===== src/rtl/instr_encoder_loader.sv =====
// rtl/instr_encoder_loader.sv - encodes symbolic instructions and loads them into instruction memory
// Holds the CPU while loading; a halt or a full memory ends the load.
module instr_encoder_loader #(
  parameter int DEPTH = 64,
  parameter int AW    = $clog2(DEPTH)
) (
  input  logic          clk,
  input  logic          rst,
  input  logic          start,
  input  logic          in_valid,
  output logic          in_ready,
  input  logic [3:0]    in_mn,
  input  logic [4:0]    in_rs,
  input  logic [4:0]    in_rt,
  input  logic [4:0]    in_rd,
  input  logic [4:0]    in_sa,
  input  logic [15:0]   in_imm,
  input  logic [25:0]   in_target,
  output logic          imem_we,
  output logic [AW-1:0] imem_addr,
  output logic [31:0]   imem_wdata,
  output logic          cpu_hold,
  output logic          done,
  output logic          overflow,
  output logic [AW:0]   count
);

  localparam logic [31:0]   HALT_WORD = 32'hFC00_0000;
  localparam logic [AW-1:0] LAST_ADDR = AW'(DEPTH - 1);

  typedef enum logic [1:0] {IDLE, ACCEPT, WRITE, DONE} state_t;

  state_t      state, state_nxt;
  logic [AW-1:0] addr;
  logic [31:0] word;
  logic [31:0] enc_word;
  logic        begin_load;
  logic        accept;
  logic        force_halt;

  always_comb begin
    enc_word = HALT_WORD;
    case (in_mn)
      4'd0:  enc_word = {6'b000000, in_rs, in_rt, in_rd, in_sa, 6'b100000};
      4'd1:  enc_word = {6'b000000, in_rs, in_rt, in_rd, in_sa, 6'b100010};
      4'd2:  enc_word = {6'b000000, in_rs, in_rt, in_rd, in_sa, 6'b100100};
      4'd3:  enc_word = {6'b000000, in_rs, in_rt, in_rd, in_sa, 6'b100101};
      4'd4:  enc_word = {6'b000000, 5'd0,  in_rt, in_rd, in_sa, 6'b000000};
      4'd5:  enc_word = {6'b001000, in_rs, in_rt, in_imm};
      4'd6:  enc_word = {6'b001100, in_rs, in_rt, in_imm};
      4'd7:  enc_word = {6'b001101, in_rs, in_rt, in_imm};
      4'd8:  enc_word = {6'b001010, in_rs, in_rt, in_imm};
      4'd9:  enc_word = {6'b101011, in_rs, in_rt, in_imm};
      4'd10: enc_word = {6'b100011, in_rs, in_rt, in_imm};
      4'd11: enc_word = {6'b000100, in_rs, in_rt, in_imm};
      4'd12: enc_word = {6'b000101, in_rs, in_rt, in_imm};
      4'd13: enc_word = {6'b000001, in_rs, 5'd0,  in_imm};
      4'd14: enc_word = {6'b000010, in_target};
      default: enc_word = HALT_WORD;
    endcase
  end

  always_ff @(posedge clk) begin
    if (rst) state <= IDLE;
    else     state <= state_nxt;
  end

  always_comb begin
    state_nxt = state;
    in_ready  = 1'b0;
    imem_we   = 1'b0;
    cpu_hold  = 1'b0;
    done      = 1'b0;
    case (state)
      IDLE: begin
        if (start) state_nxt = ACCEPT;
      end
      ACCEPT: begin
        in_ready = 1'b1;
        cpu_hold = 1'b1;
        if (in_valid) state_nxt = WRITE;
      end
      WRITE: begin
        imem_we  = 1'b1;
        cpu_hold = 1'b1;
        state_nxt = (word == HALT_WORD || addr == LAST_ADDR) ? DONE : ACCEPT;
      end
      DONE: begin
        done      = 1'b1;
        cpu_hold  = 1'b1;
        state_nxt = IDLE;
      end
      default: state_nxt = IDLE;
    endcase
  end

  assign begin_load = (state == IDLE) && start;
  assign accept     = (state == ACCEPT) && in_valid;
  // The last slot must always hold a halt so the CPU never runs off the end.
  assign force_halt = (addr == LAST_ADDR) && (in_mn != 4'd15);

  always_ff @(posedge clk) begin
    if (rst) begin
      addr     <= '0;
      count    <= '0;
      overflow <= 1'b0;
      word     <= '0;
    end else begin
      if (begin_load) begin
        addr     <= '0;
        count    <= '0;
        overflow <= 1'b0;
      end
      if (accept) begin
        word <= force_halt ? HALT_WORD : enc_word;
        if (force_halt) overflow <= 1'b1;
      end
      if (state == WRITE) begin
        addr  <= addr + 1'b1;
        count <= count + 1'b1;
      end
    end
  end

  assign imem_addr  = addr;
  assign imem_wdata = word;

endmodule

===== config.mk =====
export PLATFORM = sky130hd
export DESIGN_NAME = instr_encoder_loader
export DESIGN_NICKNAME = d
export VERILOG_FILES = /design/src/rtl/instr_encoder_loader.sv
export SDC_FILE = /design/constraint.sdc
export NUM_CORES = 1
export LEC_CHECK = 0
export CORE_ASPECT_RATIO = 0.8
export CORE_MARGIN = 4
export CORE_UTILIZATION = 44
export DETAILED_ROUTE_END_ITERATION = 10
export PLACE_DENSITY = 0.84
export SLEW_MARGIN = 25
export SYNTH_ARGS = -nofsm -noshare
export SYNTH_HDL_FRONTEND = slang
export SYNTH_SLANG_ARGS = --single-unit

===== constraint.sdc =====
create_clock -name clk -period 5.1 [get_ports clk]
set_clock_uncertainty 0.2 [all_clocks]
set_input_delay 0.51 -clock clk [delete_from_list [all_inputs] [get_ports clk]]
set_output_delay 0.51 -clock clk [all_outputs]
set_load 0.1 [all_outputs]

==> metrics.cfg <==
[outcome]
status=completed

[pwr]
swShare_pct=33.41
pwr-share-comb_pct=28.8
leakage_nw=1.325
p_clk_share_pct=26.7
power_density_nw_per_um2=237.6
seqPwrFrac_pct=44.5
p_int_mw=0.5926
vdd_ir_drop_max_uv=135.8
power_mw=0.8900
p_switching_mw=0.2973

[floorplan]
start_util_pct=45.79
fp.dieW_um=92.55
dieArea_um2=7000
fp.dieH_um=75.64
row_count=24
io_pins=120
core_area_um2=5495

[yosys]
ys_warn_count=0
synth-compound-area-share_pct=27.30
synthMuxAreaShare_pct=1.790
yosysUniqueCellTypes=51
synth-simple-area-share_pct=24.71
yosysTopAreaCell=dfxtp_1
synth_top_family_by_area=compound AO/OA/AOI/OAI gates
synth_xor_area_share_pct=0
synth_area_leaders=dfxtp_1 38%, nand2_1 7.6%, a21oi_1 5.6%, o21ai_1 4.6%, a222oi_1 4.0%
synth-edff-count=0
postSynthNetCount=385
synthArstFlopShare_pct=0
syn_inst=313
synthFlopType=dfxtp_1
synth-seq-cells=48
synth.top_cell.area_share_pct=38.19
synth_area_um2=2516
postSynthAreaPerCell_um2=8.039
ys_seq_area_share_pct=38.19
synth_fa_ha_area_share_pct=0.9945

[clocking]
clk_latency_ns=0.31
numCtsBuffers=5
hold_buffers=0
clkSinkCount=48
root_buffer=clkbuf_8
cts.repair.resized=0
clk_pin_slew_ns=0.09
h-tree-depth=2
cts_buffer_depth=2
cts_setup_buffers=0
cts_tree=yes

[timing]
fmax_mhz=298.2
worst_pin_slew_ns=1.005
slew_violations=0
finalCriticalPeriod_ns=3.353
finalHoldViolCount=0
period_share_pct=65.75
rsz0062_at_grt=no
finalSetupViolCount=0
slew_headroom_pct=32.78
finalSetupTns_ns=0

[global_route]
grt_start_max_net_pins=31
antenna_found_initial=0
gr-usage-met2_pct=39.23
gr-usage-met1_pct=29.35
grt_pass1_wl_um=12710
grt_pass1_vias=2514
use_met3_pct=5.726
grt_usage_pct=22.86
grt_overflow=0
grt.busiest_layer=met2

[run]
maxCapViolations=0

[place]
portBuffers=119
place.gp.congestion=0.8574
place_area_um2=3657
place_hpwl_um=6138

[finish]
final_common_cell=clkdlybuf4s50_1
diodes=0
post-route-util_pct=68.17
drive_above_1_share_pct=5.024
final_area_um2=3746
mostFrequentLayoutCells=118 x clkdlybuf4s50_1, 51 x nand2_1, 48 x dfxtp_1
syn2layout_area_growth_pct=48.88
final_nets=489

[drt]
ant_nets=0
drt_iter0_drc=216
viasPerCell=5.698
drt_wl_total_um=8144
drc_errors=0
num_vias=2826
drtPass1Iterations=7
routedWlPerCell_um=16.42

[worst_setup_path]
cp-end-kind=primary output
worst-setup-path-type=reg2out
startpoint_type=flip-flop
cp_max_fo=14
r2r_setup_slack_ns=2.93
cp_data_arrival_time_ns=2.64
cp.required_ns=4.39

[hold_path]
hp-class=reg2reg

[registers in the layout, summed over array words and instances (netlist names)]
register,count
imem_wdata,32
overflow,1
imem_addr,6
state,2
count,7
[Yosys cell counts, types with 3 or more instances]
library cell and n:
o21ai_1 23, dfxtp_1 48, clkbuf_1 7, a32o_1 5, nand4_1 3, inv_1 4, nor2_1 26, and2_1 3
nand2b_1 4, nor4_1 7, nand3_1 6, buf_6 7, a21oi_1 28, o21ai_0 8, nor3_1 7, a221oi_1 3
and3_1 3, buf_4 3, nand2_1 51, mux2_2 4, a211oi_1 4, a21o_1 5, a22oi_1 3, nor2b_1 4
a222oi_1 10, buf_2 6
[final timing paths]
kind | to | startpoint | cells after the start
max | imem_we | state[0] | 3
min | imem_wdata[6] | imem_wdata[6] | 2
max reg2reg | imem_wdata[14] | imem_addr[0] | 5
min reg2reg | imem_wdata[6] | imem_wdata[6] | 2
[cells by family after synthesis]
family                     count (synthesis)
adders and majority gates                  2
DFF                                       48
buffers and inverters                     28
AOI/OAI and AO/OA                        103
and+or+nand+nor                          128
muxes                                      4
[cell type report]
class	count	area [um^2]
Clock buffer	7	86.33
Clock inverter	1	7.507
Fill cell	452	1749
Inverter	5	18.77
Multi-Input combinational cell	237	1381
Sequential cell	48	960.9
Tap cell	78	97.59
Timing Repair Buffer	120	1194
[power by group through the flow]
stage	sequential [mW]	combinational, mW	clock (mW)
after floorplan	0.478	0.0907	0
after global placement	0.404	0.252	0
after detailed placement	0.405	0.255	0
after CTS	0.396	0.256	0.242
after global routing	0.398	0.270	0.257
final	0.396	0.256	0.238
[per-stage QoR]
step | setup WS, ns | std cells | hold WS, ns
final | 1.747 | 496 | 0.2663
after global routing | 1.631 | 496 | 0.2937
after CTS | 1.785 | 496 | 0.2702
after detailed placement | 2.064 | 488 | 0.2584
after global placement | 2.005 | 488 | 0.2507
after floorplan | 2.265 | 313 | 0.3436
[metal layers]
layer  part of all wire [%]  routed length, um
met2                     48               3903
met4                    1.4                110
met1                     43               3516
met5                      0                  0
met3                    7.5                614
[critical path: stages, from the launching register on]
cell and delay (ns):
dfxtp_1 0.42, nand2b_1 0.45, clkinv_1 0.38, clkdlybuf4s50_1 1.08
No activity file was read; power rests on OpenSTA's default activity.
==> variant (same flow settings) <==
Re-encode `state_t` (4 states) as Gray code, 2 bits wide.
--- a/src/rtl/instr_encoder_loader.sv
+++ b/src/rtl/instr_encoder_loader.sv
@@ -30,3 +30,3 @@
 
-  typedef enum logic [1:0] {IDLE, ACCEPT, WRITE, DONE} state_t;
+  typedef enum logic [1:0] {IDLE = 2'b00, ACCEPT = 2'b01, WRITE = 2'b11, DONE = 2'b10} state_t;
 
Function: same outputs for any inputs over 10 cycles, from zero or initial values and one cycle with rst high; not proved beyond that.
==> variant against the original RTL <==
  * Critical path depth unchanged
  * First-iteration DRC count fell by 15%
  * Synthesized area rose by 3.9%
  * Setup slack better by 0.11 ns
  * Power increased by 13%
  * Sequential cell count unchanged
  * Final area grew 3.4%
  * Highest routed layer unchanged
  * Count of clock-buffer cells in the layout unchanged
  * Critical path type unchanged
  * Largest power group unchanged
  * Routed wire length is 0.85% higher
==> variant: results (changes against the original RTL) <==
[run_status]
status=complete, no violations

[final_layout]
drive_above_1_share=0.102  ; +0.0517
final_net_count=493  ; +0.82%
fillers=469  ; +3.8%
largest_reg_flops=32  ; unchanged

[synthesis]
synthTopCellsByCount=nand2_1, dfxtp_1, a21oi_1
synth_area_leaders=dfxtp_1, o21ai_2, nand2_1
syn_avg_cell_area_um2=8.35  ; +3.9%
synth_fp_nets=385  ; unchanged
synth_top_cell_by_area=dfxtp_1
seq_area_frac_synth=0.368  ; -0.0143
synth.distinct_cells=53  ; +3.9%

[global_route]
grt_pass1_vias=2749  ; +9.3%
grtUsageMet2=0.367  ; -0.0254
antenna_found_initial=0  ; unchanged
grt_max_degree=32  ; +3.2%
met1_usage=0.289  ; -0.00464
grtUsageTotal=0.228  ; -0.000821
grt_pass1_wl_mm=13.3  ; +4.3%
met3_usage=0.0724  ; +0.0152

[route]
wl_met3_um=822  ; +34%
first_pass_iters=6  ; -1
routed.top_layer=met4
wirelength_mm=8.21  ; +0.85%
wl_met2_mm=3.83  ; -2.0%
drt-initial-drc-count=184  ; -15%
viasPerCell=5.66  ; -0.73%
wl_per_cell_um=16.4  ; about the same
wl_met1_mm=3.44  ; -2.1%

[worst_hold_path]
holdPathEnd=overflow
min-delay-start=overflow
hold_class=register to register
holdPathStages=2  ; unchanged

[power]
ir_drop_mv=0.124  ; -8.7%
leakagePower_uw=0.00138  ; +4.1%
p_sw_frac=0.379  ; +0.0446

[clock_network]
cts_root_buf=clkbuf_8
cts_buffer_depth=2  ; unchanged
post_cts_buffers=0  ; unchanged
htreeDepth=2  ; unchanged
ctsResizeCount=0  ; unchanged

[placed_design]
gp_congestion=0.866  ; +1.0%
place_area_um2=3780  ; +3.3%
place_ws_ns=2.10  ; +0.0376 ns
port_buffers=119  ; unchanged
dpl.hpwl_mm=6.45  ; +5.0%

[sta]
max_slew.worst_pin.slew_ns=1.02  ; +0.0118 ns
period_share=0.636  ; -0.0217

[critical_path]
arrival_ns=2.53  ; -0.11 ns
critPathMaxStageDelay_ns=1.18  ; +0.10 ns
r2r_setup_slack_ns=2.96  ; +0.03 ns

-- variant: kinds of logic (layout without fill, tap and decap cells) --
group                      count (synthesis)  count (layout)  synth area share
and+or+nand+nor                          120             120             0.229
AOI/OAI and AO/OA                        116             116             0.322
DFF                                       48              48             0.368
buffers and inverters                     24             133            0.0594
muxes                                      3               3            0.0124
adders and majority gates                  2               2           0.00957
-- variant: how the worst max path moves through the flow --
stage / from / to / cells after the start
final: state[1] / imem_we / 3
after global routing: state[1] / imem_we / 3
after CTS: state[1] / imem_we / 3
after detailed placement: in_mn[1] / imem_wdata[14] / 5
after global placement: in_mn[1] / imem_wdata[11] / 5
after floorplan: state[0] / imem_wdata[0] / 4
-- variant: area by class of cell --
cell class                 instances  area (µm²)  share of cell area
multi-input combinational        241        1500               0.387
timing repair buffer             121        1210               0.311
sequential                        48         961               0.248
tap                               78        97.6              0.0252
clock buffer                       7        86.3              0.0223
inverter                           4        15.0             0.00387
clock inverter                     1        7.51             0.00194
-- variant: worst min-delay path, delay by kind of cell, from the launching register on --
| family | cells | cell delay, ns |
|---|---|---|
| AOI/OAI and AO/OA | 1 | 0.06 |
| DFF | 1 | 0.32 |
| and+or+nand+nor | 1 | 0.06 |
-- variant: power groups by stage --
stage	clock [µW]	combinational (µW)	sequential (µW)
after floorplan	0	127	529
after detailed placement	0	351	418
after global placement	0	349	417
final	239	353	410
after CTS	240	352	409
after global routing	255	371	413
-- variant: per-stage QoR --
step	hold slack (ns)	util
floorplan	0.347	-
global placement	0.262	0.673
detailed placement	0.268	0.673
CTS	0.280	0.689
global route	0.297	0.690
finish	0.275	0.690
